$ cat config.mk
export PLATFORM = sky130hd
export DESIGN_NAME = cmp_sweep_ctrl
export DESIGN_NICKNAME = d
export VERILOG_FILES = /design/src/rtl/alu_pkg.sv /design/src/rtl/cmp_flag_check.sv /design/src/rtl/cmp_sweep_ctrl.sv
export SDC_FILE = /design/constraint.sdc
export NUM_CORES = 1
export LEC_CHECK = 0
export BUFFER_PORTS_ARGS = -buffer_cell sky130_fd_sc_hd__clkbuf_2
export CORE_UTILIZATION = 53
export CTS_BUF_LIST = sky130_fd_sc_hd__clkbuf_2 sky130_fd_sc_hd__clkbuf_4 sky130_fd_sc_hd__clkbuf_8
export DETAILED_ROUTE_END_ITERATION = 10
export PLACE_DENSITY = 0.88
export SLEW_MARGIN = 10
export SYNTH_ARGS = -nofsm -noshare
export SYNTH_HDL_FRONTEND = slang
export SYNTH_SLANG_ARGS = --single-unit
$ cat constraint.sdc
create_clock -name clk -period 2.61 [get_ports clk]
set_input_delay 0.3915 -clock clk [delete_from_list [all_inputs] [get_ports clk]]
set_output_delay 0.3915 -clock clk [all_outputs]
set_load 0.03 [all_outputs]
$ cat src/rtl/alu_pkg.sv
// Shared ALU definitions: comparator opcodes, flag bit positions, and the
// state encoding of the compare-sweep controller.
package alu_pkg;

  localparam logic [3:0] OP_NOP = 4'b0000;
  localparam logic [3:0] OP_EQ  = 4'b0111;
  localparam logic [3:0] OP_NE  = 4'b1001;
  localparam logic [3:0] OP_GT  = 4'b1010;
  localparam logic [3:0] OP_LT  = 4'b1011;
  localparam logic [3:0] OP_GE  = 4'b1110;
  localparam logic [3:0] OP_LE  = 4'b1111;

  localparam int unsigned FLG_EQ    = 0;
  localparam int unsigned FLG_NE    = 1;
  localparam int unsigned FLG_GT    = 2;
  localparam int unsigned FLG_LT    = 3;
  localparam int unsigned FLG_GE    = 4;
  localparam int unsigned FLG_LE    = 5;
  localparam int unsigned NUM_FLAGS = 6;

  localparam logic [2:0] SWEEP_LAST_IDX = 3'd5;

  typedef enum logic [1:0] {
    IDLE,
    ISSUE,
    DONE
  } sweep_state_t;

  // Sweep order matches the flag bit order, so flag[idx] pairs with opcode[idx].
  function automatic logic [3:0] sweep_opcode(input logic [2:0] idx);
    logic [3:0] op;
    case (idx)
      3'd0:    op = OP_EQ;
      3'd1:    op = OP_NE;
      3'd2:    op = OP_GT;
      3'd3:    op = OP_LT;
      3'd4:    op = OP_GE;
      3'd5:    op = OP_LE;
      default: op = OP_NOP;
    endcase
    return op;
  endfunction

endpackage

$ cat src/rtl/cmp_flag_check.sv
// Combinational consistency check of a six-relation flag vector; flags err
// when the relations cannot all hold for one operand pair.
module cmp_flag_check
  import alu_pkg::*;
(
  input  logic [5:0] flags,
  output logic       err
);

  logic eq, ne, gt, lt, ge, le;

  always_comb begin
    eq  = flags[FLG_EQ];
    ne  = flags[FLG_NE];
    gt  = flags[FLG_GT];
    lt  = flags[FLG_LT];
    ge  = flags[FLG_GE];
    le  = flags[FLG_LE];
    err = ~(eq ^ ne)
        | (gt & lt)
        | (ge != (gt | eq))
        | (le != (lt | eq));
  end

endmodule

$ cat src/rtl/cmp_sweep_ctrl.sv
// Drives an external combinational comparator through all six relations for
// one operand pair and returns the collected flag vector with an error bit.
module cmp_sweep_ctrl
  import alu_pkg::*;
#(
  parameter int WIDTH = 8,
  parameter int SEL_W = 4
) (
  input  logic             clk,
  input  logic             rst,
  input  logic             in_valid,
  output logic             in_ready,
  input  logic [WIDTH-1:0] in_a,
  input  logic [WIDTH-1:0] in_b,
  output logic [WIDTH-1:0] cmp_a,
  output logic [WIDTH-1:0] cmp_b,
  output logic [SEL_W-1:0] cmp_op_sel,
  input  logic [WIDTH-1:0] cmp_result,
  output logic             out_valid,
  input  logic             out_ready,
  output logic [5:0]       out_flags,
  output logic             out_err
);

  sweep_state_t     state_q, state_d;
  logic [2:0]       idx_q;
  logic [WIDTH-1:0] a_q, b_q;
  logic [5:0]       flags_q, flags_next;
  logic             err_q;
  logic             range_err;
  logic             chk_err;
  logic             last_issue;

  // Vector as it will look after this cycle's result is written, so the
  // consistency error can be latched on the same edge as the final flag.
  always_comb begin
    flags_next        = flags_q;
    flags_next[idx_q] = cmp_result[0];
  end

  cmp_flag_check u_check (
    .flags (flags_next),
    .err   (chk_err)
  );

  always_comb begin
    range_err  = |cmp_result[WIDTH-1:1];
    last_issue = (idx_q == SWEEP_LAST_IDX);
  end

  always_comb begin
    state_d    = state_q;
    in_ready   = 1'b0;
    out_valid  = 1'b0;
    cmp_op_sel = SEL_W'(OP_NOP);
    case (state_q)
      IDLE: begin
        in_ready = 1'b1;
        if (in_valid) state_d = ISSUE;
      end
      ISSUE: begin
        cmp_op_sel = SEL_W'(sweep_opcode(idx_q));
        if (last_issue) state_d = DONE;
      end
      DONE: begin
        out_valid = 1'b1;
        if (out_ready) state_d = IDLE;
      end
      default: state_d = IDLE;
    endcase
  end

  always_ff @(posedge clk) begin
    if (rst) begin
      state_q <= IDLE;
      idx_q   <= '0;
      a_q     <= '0;
      b_q     <= '0;
      flags_q <= '0;
      err_q   <= 1'b0;
    end else begin
      state_q <= state_d;
      case (state_q)
        IDLE: begin
          if (in_valid) begin
            a_q     <= in_a;
            b_q     <= in_b;
            flags_q <= '0;
            err_q   <= 1'b0;
            idx_q   <= '0;
          end
        end
        ISSUE: begin
          flags_q <= flags_next;
          idx_q   <= idx_q + 3'd1;
          err_q   <= err_q | range_err | (last_issue & chk_err);
        end
        default: ;
      endcase
    end
  end

  assign cmp_a     = a_q;
  assign cmp_b     = b_q;
  assign out_flags = flags_q;
  assign out_err   = err_q;

endmodule

Word level (Yosys, flattened, before mapping)
Cells that the tools add are included.
{"block": "totals", "ff_bits": 28, "in_bits": 28, "elab_cells": 57}
{"block": "classes", "n_bitwise": 11, "addsub": 1, "n_mux": 17, "magnitude_cmp": 2, "eq_ne": 12, "n_reduce_logical": 8}
{"op": "4-bit one-hot mux with 6 select lines", "count": 1}
{"op": "6-bit one-hot mux with 2 select lines", "count": 1}
{"op": "1-bit OR", "count": 7}
{"op": "7-bit OR reduction", "count": 1}
{"op": "6-bit bitwise mux", "count": 1}
{"op": "3-bit by 2-bit == test with 1-bit output (second input constant)", "count": 2}
{"op": "3-bit == test (second input constant)", "count": 2}
{"op": "2-bit 2-to-1 mux", "count": 3}
{"op": "6-bit 2-to-1 mux", "count": 1}
{"op": "2-bit != test (second input constant)", "count": 3}
{"op": "2-bit one-hot mux with 3 select lines", "count": 1}
{"op": "3-bit one-hot mux with 2 select lines", "count": 1}
{"op": "3-bit by 4-bit < comparator with 1-bit output (second input constant)", "count": 1}
{"op": "1-bit 2-to-1 mux", "count": 4}
{"op": "4-bit 2-to-1 mux", "count": 1}
{"op": "2-bit AND reduction", "count": 2}
{"op": "3-bit by 1-bit adder with 3-bit output (second input constant)", "count": 1}
{"op": "1-bit demux with 3-bit select", "count": 1}
{"op": "3-bit by 1-bit == test with 1-bit output (second input constant)", "count": 1}
{"op": "3-bit by 1-bit greater-or-equal comparator with 1-bit output (second input constant)", "count": 1}
{"op": "3-bit zero test", "count": 1}
{"op": "3-bit 2-to-1 mux", "count": 1}
{"op": "3-bit AND reduction", "count": 1}
{"op": "1-bit AND", "count": 2}
{"op": "9 further kinds", "count": 10}

Longest topological paths before layout
{"block": "logic_depth", "ltp_word": 13, "ltp_mapped": 6}

Cells and area by module
A second synthesis with hierarchy kept.
{"block": "unflattened", "cells_unflattened": 169, "area_unflattened_um2": 1430.1}
{"module": "cmp_sweep_ctrl", "cells_each": 161, "area_each_um2": 1375.1, "seq_area_each_um2": 560.5, "n_inst": 1}
{"module": "cmp_flag_check", "cells_each": 8, "area_each_um2": 55.1, "seq_area_each_um2": 0.0, "n_inst": 1}

Worst setup path before layout
Ideal clock, no wire load.
{"block": "synth_timing", "path_type": "reg2out", "startpoint": "register idx_q[0]", "endpoint": "output cmp_op_sel[3]", "path_stages_with_launch": 6, "t_arrival_ns": 1.389, "setup_slack_ns": 0.829, "path_cell_list": "dfxtp_1 > buf_4 > inv_1 > ha_1 > nand2_1 > a31oi_1"}
{"block": "synth_via", "elab_chain_len": 3, "word_cells_on_any_way": 8}
{"item": "start: declaration", "line": "cmp_sweep_ctrl.sv:26", "rtl": "logic [2:0] idx_q;"}
{"item": "start signal: assignment", "line": "cmp_sweep_ctrl.sv:95", "rtl": "idx_q <= idx_q + 3'd1;"}
{"item": "3-bit == test (tied with other cells)", "line": "alu_pkg.sv:32", "rtl": "case (idx)"}
{"item": "4-bit one-hot mux with 6 select lines *", "line": "alu_pkg.sv:32"}
{"item": "4-bit 2-to-1 mux *", "line": "cmp_sweep_ctrl.sv:56", "rtl": "case (state_q)"}
{"item": "end: declaration", "line": "cmp_sweep_ctrl.sv:17", "rtl": "output logic [SEL_W-1:0] cmp_op_sel,"}
Mark *: on every way between the ends. The rest lies on a longest branch, timed or not.

Final worst setup path
{"block": "layout_timing", "startpoint": "register idx_q[0]", "endpoint": "output cmp_op_sel[1]"}
Same word-level chain as after synthesis.

==> results.yml <==
outcome:
  status: "finished with violations"
  violations: "design-rule violations"
floorplan:
  die_height_um: 53.15
  start_util: 0.5596
  ios: 57
  die_area_um2: 2824
  fp.dieW_um: 53.15
  core.rowCount: 18
  core-area_um2: 2477
clock_tree:
  insertion_delay_ns: 0.33
  cts_buffer_depth: 2
  clkSinkCount: 28
  cts_hold_buf: 0
  htreeDepth: 1
  cts_made_buffers: 3
  cts_setup_buffers: 0
  clockRootBuffer: "clkbuf_4"
  ctsResizeCount: 0
  cts_tree: "yes"
  path_clk_slew_ns: 0.15
routing:
  final_antenna_net_count: 0
  wirelength_mm: 3.064
  via_per_inst: 5.355
  wire_per_inst_um: 11.69
  dr.first_iter.drc_count: 26
  drc: 1
  dr_total_vias: 1403
  drt-pass1-iter-count: 7
final_layout:
  final_common_cell: "clkbuf_2"
  num-fill-cells: 223
  area_delta_synth_final_pct: 23.47
  num-nets-final: 266
  stdcell_area_um2: 1712
  drive_gt1_frac: 0.2759
  diodes: 0
  layout_common_cells: "56 x clkbuf_2, 43 x nand2_1, 31 x a21oi_1"
synthesis:
  ys_ff_latch: 28
  synth_warnings: 0
  netlist_area_um2: 1386
  synth_top_cell_by_area: "dfxtp_1"
  synth-seq-area-share: 0.4043
  postSynthNetCount: 216
  synth_area_leaders: "dfxtp_1 40%, nand2_1 12%, a21oi_1 11%, nor2_1 4.9%, ha_1 4.5%"
  synth.top_cell.area_share: 0.4043
  synth_cell_types: 30
  avgSynthCellArea_um2: 7.576
  synthCells: 183
setup_path:
  crit_arrival_ns: 1.91
  critPathCaptureType: "output port"
  r2r_start: "idx_q[2]"
  crit_path_max_incr_delay_ns: 0.67
  critPathLaunch: "idx_q[0]"
  r2r_setup_slack_ns: 0.59
  cp_max_fo: 16
  regToRegEndpoint: "out_err"
  critical_path_required_ns: 2.22
  path_class: "flip-flop to output port"
  startpoint_type: "flip-flop"
  crit_chain: "inv_1 > ha_1 > a21oi_1 > a21oi_1 > clkbuf_2"
  cp_common_cell: "a21oi_1"
  slowest_stage: "dfxtp_1"
  rr_worst_depth: 5
  crit_path_end: "cmp_op_sel[1]"
global_routing:
  grt_pass1_vias: 1241
  globalRouteOverflowTotal: 0
  grt_use_total: 0.2306
  grt_pass1_wl_mm: 4.899
  antenna_found_initial: 0
  grt_max_degree: 30
timing:
  slew_violations: 0
  finalHoldViolations: 0
  min_period_over_period: 0.8806
  tightestPinTransition_ns: 0.7565
  final-setup-viol-count: 0
  fmax_mhz: 435.1
  slew-limit-headroom: 0.4944
  finalCriticalPeriod_ns: 2.298
  tns_ns: 0
  rsz0062_at_grt: "false"
  finalClockSkew_ns: 0.004131
power_and_ir_drop:
  leakagePower_nw: 0.7631
  ir_worst_vdd_mv: 0.5498
  power.density_nw_per_um2: 540.9
worst_hold_path:
  hold_path_class: "input pin to flip-flop"
place:
  gp_congestion: 0.8881
  placed_area_um2: 1659
  port_buffers: 56
  dp_hpwl_mm: 2.249
flow_run:
  cap_violations: 0
worst max-delay path: cells and delay by family (launching register included):
kind	cells	cell delay, ns
compound gates	2	0.25
fa+ha+maj	1	0.26
buf+inv	2	0.39
flops	1	0.67
state kept, by name, indices dropped and copies added (netlist names):
name,cells
cmp_b,8
cmp_a,8
out_flags,6
out_err,1
idx_q,3
state_q,2
how the worst min path moves through the flow:
stage	endpoint	start	slack, ns	cells after the start
floorplan	cmp_a[0]	in_a[0]	0.53	2
global placement	cmp_b[4]	cmp_b[4]	0.44	2
detailed placement	cmp_a[5]	cmp_a[5]	0.45	2
CTS	cmp_a[6]	in_a[6]	0.26	3
global route	cmp_a[2]	in_a[2]	0.26	3
finish	cmp_a[2]	in_a[2]	0.26	3
per-layer routing:
layer	track usage	wire, um	part of all wire
met1	0.2812	1422	0.46
met5	0	0	0
met2	0.4135	1489	0.49
met4	0.08772	33	0.011
met3	0.02011	119	0.039
cells in the mapped netlist:
cell / count
nor3_1: 1
inv_1: 4
nand3_1: 2
xor2_1: 1
nor2b_1: 3
a31oi_1: 6
buf_1: 1
nand3b_1: 2
nor4_1: 2
nand2_1: 43
mux2i_4: 1
or3_1: 1
a2111oi_0: 1
mux2i_1: 4
dfxtp_1: 28
ha_1: 5
and2_1: 1
o21ai_0: 3
o41ai_1: 1
nor3b_1: 4
nand4_1: 2
nand2b_1: 3
buf_2: 3
nor2_1: 18
buf_4: 1
o22ai_1: 2
a21oi_1: 31
or3b_2: 1
mux2i_2: 1
clkbuf_1: 7
metrics by stage:
step / hold WS, ns / util / setup WS, ns / power (mW) / std cells
floorplan: 0.5275 / - / 0.8294 / 0.5976 / 183
global placement: 0.4419 / 0.6697 / 0.7026 / 0.6502 / 258
detailed placement: 0.4460 / 0.6697 / 0.6372 / 0.6540 / 258
CTS: 0.2604 / 0.6909 / 0.3114 / 0.9277 / 262
global route: 0.2557 / 0.6909 / 0.1007 / 0.9628 / 262
finish: 0.2599 / 0.6909 / 0.3116 / 0.9259 / 262
cells by family after synthesis:
group	count (synthesis)	share of synthesized area
mux	6	0.05505
compound gates	44	0.1715
simple gates	83	0.2689
xor+xnor	1	0.006319
buf+inv	16	0.04873
fa+ha+maj	5	0.04513
flops	28	0.4043
where the power goes:
group	leakage (nW)	switching, mW	internal [mW]
Combinational	0.506	0.121	0.0586
Sequential	0.229	0.0171	0.448
Clock	0.0279	0.126	0.155
Total	0.763	0.264	0.662
cell type report:
class,count,area (um2),area share
clock inverter,1,30.03,0.01754
inverter,4,15.01,0.008772
tap,30,37.54,0.02193
clock buffer,3,22.52,0.01316
sequential,28,560.5,0.3275
timing repair buffer,57,287.8,0.1681
multi-input combinational,139,758.2,0.4430
No activity file was read; power rests on OpenSTA's default activity.
